==> src/rtl/fp_pkg.sv <==
// Shared types and constant builders for the parametrised FP add/sub pipeline.
// The optional feature macro FP_ADDSUB_RNE_EN is consumed by fp_addsub_pipe.
package fp_pkg;

  localparam int FP_MAX_W = 64;

  typedef struct packed {
    logic invalid;
    logic overflow;
    logic underflow;
    logic inexact;
  } fp_flags_t;

  function automatic int fp_sig_w(input int man_w);
    return man_w + 4;
  endfunction

  // Words are built at FP_MAX_W and narrowed by the caller to 1+exp_w+man_w bits.
  function automatic logic [FP_MAX_W-1:0] fp_inf(input logic sign, input int exp_w, input int man_w);
    logic [FP_MAX_W-1:0] v;
    v = '0;
    for (int i = 0; i < FP_MAX_W; i++) begin
      if (i >= man_w && i < man_w + exp_w) v[i] = 1'b1;
      else if (i == man_w + exp_w)         v[i] = sign;
      else                                 v[i] = 1'b0;
    end
    return v;
  endfunction

  function automatic logic [FP_MAX_W-1:0] fp_qnan(input int exp_w, input int man_w);
    return fp_inf(1'b0, exp_w, man_w) | (64'd1 << (man_w - 1));
  endfunction

  function automatic logic [FP_MAX_W-1:0] fp_max_finite(input logic sign, input int exp_w, input int man_w);
    return (fp_inf(sign, exp_w, man_w) & ~(64'd1 << man_w)) | ((64'd1 << man_w) - 64'd1);
  endfunction

endpackage

==> src/rtl/fp_lzc.sv <==
// Combinational leading-zero counter; an all-zero vector yields W.
module fp_lzc
  import fp_pkg::*;
#(
  parameter int W     = 27,
  parameter int CNT_W = $clog2(W + 1)
) (
  input  logic [W-1:0]     i_vec,
  output logic [CNT_W-1:0] o_cnt
);

  // Scan upward so the highest set bit determines the count.
  always_comb begin
    o_cnt = CNT_W'(W);
    for (int i = 0; i < W; i++) begin
      if (i_vec[i]) o_cnt = CNT_W'(W - 1 - i);
      else          o_cnt = o_cnt;
    end
  end

endmodule

==> src/rtl/fp_addsub_pipe.sv <==
// Three-stage pipelined FP adder/subtractor (align, add, normalise/round) with
// valid/ready stall. Define FP_ADDSUB_RNE_EN for round-to-nearest-even; default truncates.
module fp_addsub_pipe
  import fp_pkg::*;
#(
  parameter int EXP_W = 8,
  parameter int MAN_W = 23
) (
  input  logic                   clk,
  input  logic                   rst_n,
  input  logic                   in_valid,
  output logic                   in_ready,
  input  logic                   op_sub,
  input  logic [EXP_W+MAN_W:0]   a,
  input  logic [EXP_W+MAN_W:0]   b,
  output logic                   out_valid,
  input  logic                   out_ready,
  output logic [EXP_W+MAN_W:0]   result,
  output logic [3:0]             flags
);

  localparam int W     = 1 + EXP_W + MAN_W;
  localparam int SIG_W = fp_sig_w(MAN_W);
  localparam int SUM_W = SIG_W + 1;
  localparam int LZ_W  = $clog2(SIG_W + 1);
  localparam int EW    = ((EXP_W > LZ_W) ? EXP_W : LZ_W) + 2;
  localparam int SAT   = MAN_W + 3;
  localparam logic signed [EW-1:0] EXP_MAX  = EW'((1 << EXP_W) - 1);
  localparam logic signed [EW-1:0] EXP_ZERO = '0;

  typedef struct packed {
    logic             sign;
    logic [EXP_W-1:0] exp;
    logic [SIG_W-1:0] sig;
    logic             is_zero;
    logic             is_inf;
    logic             is_nan;
  } fp_unpk_t;

  function automatic fp_unpk_t unpack(input logic [W-1:0] x, input logic flip);
    fp_unpk_t u;
    u.sign    = x[W-1] ^ flip;
    u.exp     = x[W-2 -: EXP_W];
    u.sig     = {1'b1, x[MAN_W-1:0], 3'b000};
    u.is_zero = (u.exp == '0);
    u.is_inf  = (u.exp == '1) && (x[MAN_W-1:0] == '0);
    u.is_nan  = (u.exp == '1) && (x[MAN_W-1:0] != '0);
    return u;
  endfunction

  fp_unpk_t         w_ua, w_ub;
  logic [SIG_W-1:0] w_a_sig, w_b_sig, w_big_sig, w_sml_sig, w_sml_al;
  logic [EXP_W-1:0] w_big_exp, w_sml_exp;
  logic             w_big_sign, w_nan, w_inf, w_inf_sign;
  logic [31:0]      w_diff, w_shamt;
  logic [2*SIG_W-1:0] w_sh;

  logic             r_s1_valid, r_s1_sign, r_s1_eff_sub, r_s1_nan, r_s1_inf, r_s1_inf_sign;
  logic [EXP_W-1:0] r_s1_exp;
  logic [SIG_W-1:0] r_s1_big, r_s1_sml;

  logic             r_s2_valid, r_s2_sign, r_s2_eff_sub, r_s2_nan, r_s2_inf, r_s2_inf_sign;
  logic [EXP_W-1:0] r_s2_exp;
  logic [SUM_W-1:0] r_s2_sum, w_sum;

  logic [LZ_W-1:0]        w_lz;
  logic [SIG_W-1:0]       w_norm;
  logic signed [EW-1:0]   w_exp, w_exp_r;
  logic [MAN_W:0]         w_frac_inc;
  logic                   w_rnd_up;
  logic [W-1:0]           w_res;
  fp_flags_t              w_flg;

  logic                   r_out_valid;
  logic [W-1:0]           r_result;
  fp_flags_t              r_flags;

  assign in_ready  = !r_out_valid | out_ready;
  assign out_valid = r_out_valid;
  assign result    = r_result;
  assign flags     = r_flags;

  // Align: unpack, order by magnitude, shift the smaller significand with sticky.
  always_comb begin
    w_ua    = unpack(a, 1'b0);
    w_ub    = unpack(b, op_sub);
    w_a_sig = w_ua.is_zero ? '0 : w_ua.sig;
    w_b_sig = w_ub.is_zero ? '0 : w_ub.sig;
    if ({w_ub.exp, w_b_sig} > {w_ua.exp, w_a_sig}) begin
      w_big_sign = w_ub.sign;
      w_big_exp  = w_ub.exp;
      w_big_sig  = w_b_sig;
      w_sml_exp  = w_ua.exp;
      w_sml_sig  = w_a_sig;
    end else begin
      w_big_sign = w_ua.sign;
      w_big_exp  = w_ua.exp;
      w_big_sig  = w_a_sig;
      w_sml_exp  = w_ub.exp;
      w_sml_sig  = w_b_sig;
    end
    w_diff     = 32'(w_big_exp) - 32'(w_sml_exp);
    w_shamt    = (w_diff > 32'(SAT)) ? 32'(SAT) : w_diff;
    w_sh       = {w_sml_sig, {SIG_W{1'b0}}} >> w_shamt;
    w_sml_al   = w_sh[2*SIG_W-1:SIG_W] | {{(SIG_W-1){1'b0}}, |w_sh[SIG_W-1:0]};
    w_nan      = w_ua.is_nan | w_ub.is_nan | (w_ua.is_inf & w_ub.is_inf & (w_ua.sign ^ w_ub.sign));
    w_inf      = w_ua.is_inf | w_ub.is_inf;
    w_inf_sign = w_ua.is_inf ? w_ua.sign : w_ub.sign;
  end

  // Add: magnitudes are ordered, so subtraction never goes negative.
  always_comb begin
    if (r_s1_eff_sub) w_sum = {1'b0, r_s1_big} - {1'b0, r_s1_sml};
    else              w_sum = {1'b0, r_s1_big} + {1'b0, r_s1_sml};
  end

  fp_lzc #(.W(SIG_W), .CNT_W(LZ_W)) u_lzc (
    .i_vec (r_s2_sum[SIG_W-1:0]),
    .o_cnt (w_lz)
  );

  // Normalise, round and resolve specials; a cleared hidden bit means the sum is exactly zero.
  always_comb begin
    w_norm = '0;
    w_exp  = '0;
    if (r_s2_sum[SIG_W]) begin
      w_norm = r_s2_sum[SIG_W:1] | {{(SIG_W-1){1'b0}}, r_s2_sum[0]};
      w_exp  = EW'(r_s2_exp) + EW'(1'b1);
    end else begin
      w_norm = r_s2_sum[SIG_W-1:0] << w_lz;
      w_exp  = EW'(r_s2_exp) - EW'(w_lz);
    end
`ifdef FP_ADDSUB_RNE_EN
    w_rnd_up = w_norm[2] & (w_norm[1] | w_norm[0] | w_norm[3]);
`else
    w_rnd_up = 1'b0;
`endif
    w_frac_inc = {1'b0, w_norm[SIG_W-2:3]} + (MAN_W+1)'(w_rnd_up);
    w_exp_r    = w_exp + EW'(w_frac_inc[MAN_W]);
    w_res      = '0;
    w_flg      = '0;
    if (r_s2_nan) begin
      w_res         = W'(fp_qnan(EXP_W, MAN_W));
      w_flg.invalid = 1'b1;
    end else if (r_s2_inf) begin
      w_res = W'(fp_inf(r_s2_inf_sign, EXP_W, MAN_W));
    end else if (!w_norm[SIG_W-1]) begin
      w_res = {r_s2_sign & ~r_s2_eff_sub, {(W-1){1'b0}}};
    end else if (w_exp_r >= EXP_MAX) begin
`ifdef FP_ADDSUB_RNE_EN
      w_res = W'(fp_inf(r_s2_sign, EXP_W, MAN_W));
`else
      w_res = W'(fp_max_finite(r_s2_sign, EXP_W, MAN_W));
`endif
      w_flg.overflow = 1'b1;
      w_flg.inexact  = 1'b1;
    end else if (w_exp_r <= EXP_ZERO) begin
      w_res           = {r_s2_sign, {(W-1){1'b0}}};
      w_flg.underflow = 1'b1;
      w_flg.inexact   = 1'b1;
    end else begin
      w_res         = {r_s2_sign, w_exp_r[EXP_W-1:0], w_frac_inc[MAN_W-1:0]};
      w_flg.inexact = |w_norm[2:0];
    end
  end

  // Pipeline registers: every stage advances together whenever the output can move.
  always_ff @(posedge clk) begin
    if (!rst_n) begin
      r_s1_valid    <= 1'b0;
      r_s1_sign     <= 1'b0;
      r_s1_eff_sub  <= 1'b0;
      r_s1_nan      <= 1'b0;
      r_s1_inf      <= 1'b0;
      r_s1_inf_sign <= 1'b0;
      r_s1_exp      <= '0;
      r_s1_big      <= '0;
      r_s1_sml      <= '0;
      r_s2_valid    <= 1'b0;
      r_s2_sign     <= 1'b0;
      r_s2_eff_sub  <= 1'b0;
      r_s2_nan      <= 1'b0;
      r_s2_inf      <= 1'b0;
      r_s2_inf_sign <= 1'b0;
      r_s2_exp      <= '0;
      r_s2_sum      <= '0;
      r_out_valid   <= 1'b0;
      r_result      <= '0;
      r_flags       <= '0;
    end else if (in_ready) begin
      r_s1_valid    <= in_valid;
      r_s1_sign     <= w_big_sign;
      r_s1_eff_sub  <= w_ua.sign ^ w_ub.sign;
      r_s1_nan      <= w_nan;
      r_s1_inf      <= w_inf;
      r_s1_inf_sign <= w_inf_sign;
      r_s1_exp      <= w_big_exp;
      r_s1_big      <= w_big_sig;
      r_s1_sml      <= w_sml_al;
      r_s2_valid    <= r_s1_valid;
      r_s2_sign     <= r_s1_sign;
      r_s2_eff_sub  <= r_s1_eff_sub;
      r_s2_nan      <= r_s1_nan;
      r_s2_inf      <= r_s1_inf;
      r_s2_inf_sign <= r_s1_inf_sign;
      r_s2_exp      <= r_s1_exp;
      r_s2_sum      <= w_sum;
      r_out_valid   <= r_s2_valid;
      r_result      <= r_s2_valid ? w_res : r_result;
      r_flags       <= r_s2_valid ? w_flg : r_flags;
    end else begin
      r_s1_valid <= r_s1_valid;
    end
  end

endmodule

==> config.mk <==
export PLATFORM = sky130hd
export DESIGN_NAME = fp_addsub_pipe
export DESIGN_NICKNAME = d
export VERILOG_FILES = /design/src/rtl/fp_pkg.sv /design/src/rtl/fp_lzc.sv /design/src/rtl/fp_addsub_pipe.sv
export SDC_FILE = /design/constraint.sdc
export NUM_CORES = 1
export LEC_CHECK = 0
export CAP_MARGIN = 10
export CORE_UTILIZATION = 65
export DETAILED_ROUTE_END_ITERATION = 8
export HOLD_SLACK_MARGIN = 0.05
export PLACE_DENSITY = 0.88
export SLEW_MARGIN = 20
export SYNTH_ARGS = -nofsm -noshare
export SYNTH_HDL_FRONTEND = slang
export SYNTH_SLANG_ARGS = --single-unit
==> constraint.sdc <==
create_clock -name clk -period 12.45 [get_ports clk]
set_input_delay 1.8675 -clock clk [delete_from_list [all_inputs] [get_ports clk]]
set_output_delay 1.8675 -clock clk [all_outputs]
set_load 0.005 [all_outputs]
---- Word-level counts from Yosys, hierarchy flattened ----
Index checks and enable logic that the tools add are counted.
storage, ports and cells
  bits in latches ......................... 0
  word-level logic and storage cells ...... 115
  input port bits ......................... 69
  memories kept ........................... 0
  bits in writable memories ............... 0
  flip-flop bits (word level) ............. 147
  bits in read-only memories .............. 0
  output and inout port bits .............. 38
cells by class
  eq/ne operators ......................... 2
  divide/modulo/power cells ............... 0
  add/subtract/negate cells ............... 5
  shifts and indexed selects .............. 2
  order comparisons ....................... 4
  multipliers ............................. 0
  bitwise operators ....................... 12
  reductions and logical operators ........ 14
  mux-type cells .......................... 53
operators by type and width
  cell                   number
  $mux W27               5
  $mux W32               4
  $mux W5                16
  $mux W31               2
  $or A27 B1 Y27         2
  $shr A54 B32 Y54       1
  $logic_not A23 Y1      2
  $reduce_bool A23 Y1    2
  $gt A35 B35 Y1         1
  $gt A32 B5 Y1 const B  1
  $mux W4                8
  $add A27 B27 Y28       1
  $mux W28               1
  $sub A27 B27 Y28       1
  $reduce_or A27 Y1      1
  $shl A27 B5 Y27        1
  $eq A8 B8 Y1 const B   2
  $logic_not A8 Y1       2
  $mux W8                2
  $ge A10 B9 Y1 const B  1
  $le A10 B1 Y1 const B  1
  $mux W10               1
  $add A8 B1 Y9 const B  1
  $mux W1                9
  12 further kinds       24

---- Depth between registers and ports, before layout ----
  depth in word-level cells ............... 35
  depth in mapped cells ................... 31
  depth with buffers taken out ............ 28

---- Cells and area by module ----
From an unflattened synthesis, not the netlist that was laid out.
unflattened totals
  cells, all modules ...................... 1838
  area total of the unflattened synthesis .. 13157.6 um2
by module, submodules not included
  module          cells each  area each (um2)  instances
  fp_addsub_pipe  1787        12879.9          1
  fp_lzc          51          277.8            1

---- Worst setup path before layout ----
No wires, ideal clock.
  kind .................................... input port to flip-flop
  start ................................... input port b[24]
  end ..................................... register r_s1_sml[0]
  cell stages on the path ................. 29
  path buffers ............................ 5
  data required time ...................... 12.320 ns
  data arrival time ....................... 8.177 ns
  path slack .............................. 4.143 ns
  path through ............................ nor4_1 nand2_1 clkbuf_1 and2_1 ha_1 nand4_1 or4_1 a21oi_1 o31ai_1 nand2_1 clkbuf_1 clkbuf_1 clkbuf_1 a21oi_1 ha_1 and3_1 o32ai_1 xor2_1 a31oi_4 nor4_2 buf_2 mux2i_1 nor2_1 or3_1 a31oi_1 a21oi_1 or2_2 nor4_1 o31ai_1
between the ends
  word-level cells in the longest chain between the ends .. 10
  elaborated cells on any way between the ends .. 12
ends and longest elaborated chain
  item                  RTL line               source
  start, declared       fp_addsub_pipe.sv:15   input logic [EXP_W+MAN_W:0] b,
  $logic_not A8 Y1      fp_addsub_pipe.sv:45   u.is_zero = (u.exp == '0);
  $mux W27              fp_addsub_pipe.sv:88   w_b_sig = w_ub.is_zero ? '0 : w_ub.sig;
  $gt A35 B35 Y1        fp_addsub_pipe.sv:89   if ({w_ub.exp, w_b_sig} > {w_ua.exp, w_a_sig}) begin
  $mux W8               fp_addsub_pipe.sv:89
  $sub A8 B8 Y9         fp_addsub_pipe.sv:102  w_diff = 32'(w_big_exp) - 32'(w_sml_exp);
  $gt A32 B5 Y1         fp_addsub_pipe.sv:103  w_shamt = (w_diff > 32'(SAT)) ? 32'(SAT) : w_diff;
  $mux W32              fp_addsub_pipe.sv:103
  $shr A54 B32 Y54 *    fp_addsub_pipe.sv:104  w_sh = {w_sml_sig, {SIG_W{1'b0}}} >> w_shamt;
  $reduce_or A27 Y1     fp_addsub_pipe.sv:105  w_sml_al = w_sh[2*SIG_W-1:SIG_W] | {{(SIG_W-1){1'b0}}, |w_sh[SIG_W-1:0]};
  $or A27 B1 Y27 *      fp_addsub_pipe.sv:105
  end signal, assigned  fp_addsub_pipe.sv:199  r_s1_sml <= w_sml_al;
  end, declared         fp_addsub_pipe.sv:60   logic [SIG_W-1:0] r_s1_big, r_s1_sml;
Mark *: on every way between the ends. The rest lies on a longest branch, timed or not.
A chain may end at the register's enable or synchronous reset.

---- Worst setup path after layout ----
Same ends and word-level chain as after synthesis.

==> summary.md <==
| Metric | Value |
|---|---|
| Outcome | finished with violations |
| Violated checks | design-rule violations |
| Worst setup path startpoint | b[24] |
| Die footprint | 20,500 µm² |
| CTS Root Buffer Type | sky130_fd_sc_hd__clkbuf_16 |
| Total power per unit cell area | 181 nW/µm² |
| Count of boundary I/O pins | 107 |
| Worst IR Drop VDD | 0.000120 V |
| Buffer levels on the longest clock path | 2 |
| Global-route total usage across every layer | between 40 and 50% |
| Sequential cell area in the final layout | 2880 µm² |
| DR vias | 15.0k |
| Via count of the first global-routing pass | 13.5k |
| Crit path capture type | flop |
| Min-delay worst type | flop to flop |
| Synthesized net count | 2,003 |
| Slew Limit Headroom | 26.8% |
| Width of the die | ~140 µm |
| Skew-Pair Late Insertion Delay | 0.45 ns |
| Most common library cell in the layout ignoring fill and taps | sky130_fd_sc_hd__nand2_1 |
| Clock tree from TritonCTS | done |
| Gate Count Post-Synth | 1,869 |
| Post-synthesis sequential area ratio | 22.3% |
| Share of the synthesized area in the top cell type | 22.3% |
| Cell with the largest stage delay on the worst path | sky130_fd_sc_hd__o31ai_1 |
| Number of setup buffers added after CTS | 0 |
| RSZ-0062 raised after global routing | no |
| Half-perimeter wire length after placement | ~34,000 µm |
| # port buffers | 106 |
| Number of antenna violations at the first check in global routing | 0 |
| Total Negative Setup Slacks | 0 ns |
| Final period utilization | 74.8% |
| Wirelength per Cell | approximately 22 µm |
| Maximum single-stage delay on the critical path | just over 0.8 ns |
| Final routed DRC violation total | 7 |
| Critical Path Start Type | input pin |
| Top library cells by usage in the layout, fill and taps aside | sky130_fd_sc_hd__nand2_1 (258), sky130_fd_sc_hd__nor2_1 (209), sky130_fd_sc_hd__a21oi_1 (160) |
| Launch point of the worst hold path | r_s2_sign |
| Total of hold buffers inserted after clock tree synthesis | 0 |
| Core area | 19,500 µm² |
| Post-CTS sizing | 0 |
| Layout filler cell count | roughly 1.5k |
| # nets final | 2,011 |
| Netlist area before placement | 12,900 µm² |
| LEAKAGE | between 0.005 and 0.006 µW |
| H-tree depth | 4 |
| Prevailing post-synth register cell | sky130_fd_sc_hd__dfxtp_1 |
| Post-synth EDFFs | 0 |
| Worst Path Max Fanout | 27 |
| Pins over their slew limit | 0 |
| Area growth from synthesis to layout | 12.2% |
| Placed Instances | about 2.1k |
| Data required time at the worst endpoint | 12.75 ns |
| Antenna Violating Nets Remaining | 0 |
| Kind of critical path | input pin to flop |
| Clock skew | 0.0155 ns |
| Proportion of register bits with asynchronous set or reset after synthesis | 0% |
| Clock buffers created by TritonCTS | 17 |
| Starting density of the core | between 60% and 70% |
| Count of final hold-check violations | 0 |
| Via density per instance | 6.96 |
| Arrival time at the worst endpoint | approximately 9.6 ns |
| Hold slack final | approximately 0.46 ns |
| Yosys synthesis warning count | 0 |
| Detailed-route wire length | 46,600 µm |
| Pin slew with the least headroom to its limit | about 1.1 ns |
| Clock-pin slew on the worst setup and hold paths | 0.07 ns |
| Die Y-Extent | 143 µm |
| Total inserted antenna cells | 0 |
| Crit-path leading delay family | simple AND/OR/NAND/NOR gates |
| Number of max-capacitance violations reported | 0 |
| Number of cell rows | 51 |
| Combined buffer and inverter count along the critical path | 1 |
| Number of distinct standard cells referenced by the synthesized netlist | 90 |
| Cells taking the most area after synthesis | sky130_fd_sc_hd__dfxtp_1 (22%), sky130_fd_sc_hd__nand2_1 (7.5%), sky130_fd_sc_hd__a21oi_1 (6.2%) |
| First-iteration detailed-routing DRC count | 2,184 |
| Maximum number of pins on one net before global-route repair | 104 |
| Global-route congestion overflow total | 0 |
| Startpoint of the most critical register-to-register path | r_s2_sum[1] |
| Detailed-router iteration count before antenna repair | 9 |
| TritonCTS sink count | 144 |
| Yosys top cell by area | sky130_fd_sc_hd__dfxtp_1 |
| Peak clock frequency supported by timing | 107 MHz |
| Area taken by multi-input logic gates | 9290 µm² |
| Final setup violation count | 0 |
| Final GP Congestion | 1.03 |
| Avg Inst Size Synth | 6.93 µm² |
| Post-route minimum period | 9.31 ns |
| #FFs+latches synth | 144 |
| Share of layout cells above drive strength 1 | 5.34% |
| Wire length of the first global-routing pass | 73,000 µm |
| Count of non-filler cells in the finished layout | 2,155 |
| Utilization after layout | 74.4% |
[tightest hold or removal path, stage by stage (launching register included)]
cell,delay (ns)
sky130_fd_sc_hd__dfxtp_1,0.31
sky130_fd_sc_hd__nand2_1,0.05
sky130_fd_sc_hd__a21oi_1,0.05
[final timing paths]
kind	to	slack, ns	cells past startpoint
hold reg to reg	r_s2_sign	0.46	2
hold / removal	r_s2_sign	0.46	2
setup reg to reg	result[19]	5.58	27
setup / recovery	r_s1_sml[0]	3.14	25
[flip-flops by register name, summed over array words and instances (netlist names), 4 cells and up]
signal    count
r_s1_sml     27
flags         4
r_s1_exp      8
r_s2_exp      8
result       32
r_s1_big     24
r_s2_sum     28
[power by group]
group	switching [µW]	internal, µW	total [µW]
Clock	235	271	505
Sequential	97.3	514	611
Combinational	942	569	1510
Total	1270	1350	2630
[routing by layer]
layer  GRT usage (%)  share of wire (%)
met5               0                  0
met3            9.02                 11
met2            73.9                 45
met4            28.8                6.5
met1            56.0                 37
[area by class of cell]
| type | count | area share (%) |
|---|---|---|
| inverters | 62 | 1.61 |
| repair buffers | 125 | 8.28 |
| well taps | 265 | 2.28 |
| clock buffers | 18 | 3.02 |
| clock inverters | 14 | 0.990 |
| flip-flops and latches | 144 | 19.8 |
| multi-input cells | 1527 | 64.0 |
[stage by stage]
step,worst slack (ns),total power (µW),instance area (µm²)
3_3_place_gp,3.15,2020,13900
2_1_floorplan,4.14,1650,12900
3_5_place_dp,2.99,2050,13900
5_1_grt,2.61,2770,14500
4_1_cts,3.42,2560,14500
6_report,3.14,2630,14500
[synthesized netlist by cell type (all sizes together) (4+ instances only)]
| cell | n |
|---|---|
| or3 | 14 |
| o32ai | 4 |
| o2111a | 4 |
| a211o | 4 |
| buf | 24 |
| nand2b | 13 |
| and3 | 10 |
| o41ai | 4 |
| dfxtp | 144 |
| a31oi | 28 |
| a211oi | 27 |
| o21a | 18 |
| o211a | 4 |
| a21o | 10 |
| nor2b | 9 |
| inv | 59 |
| o21ai | 150 |
| o31a | 6 |
| o21bai | 8 |
| or4 | 10 |
| xor2 | 14 |
| a221oi | 6 |
| mux2i | 44 |
| nand4 | 17 |
| nor2 | 212 |
| or2 | 11 |
| o211ai | 51 |
| o311ai | 4 |
| nand3 | 52 |
| xnor2 | 44 |
| and2 | 31 |
| nor3 | 65 |
| o221ai | 12 |
| a22oi | 26 |
| o221a | 11 |
| a2bb2oi | 7 |
| o31ai | 12 |
| a21oi | 160 |
| nor4 | 34 |
| nand2 | 259 |
| o22ai | 12 |
| ha | 64 |
| clkbuf | 112 |
[logic make-up (layout without fill, tap and decap cells)]
logic type               Yosys count  in the layout  synth area share [%]
flip-flops                       144            144                  22.3
AO/OA/AOI/OAI                    598            598                  29.9
multiplexers                      50             50                  4.18
adder cells (fa/ha/maj)           65             65                  6.34
AND/OR/NAND/NOR                  756            756                  27.2
XOR/XNOR                          58             58                  3.92
buffers and inverters            198            219                  6.18
(Power assumes the default switching activity.)
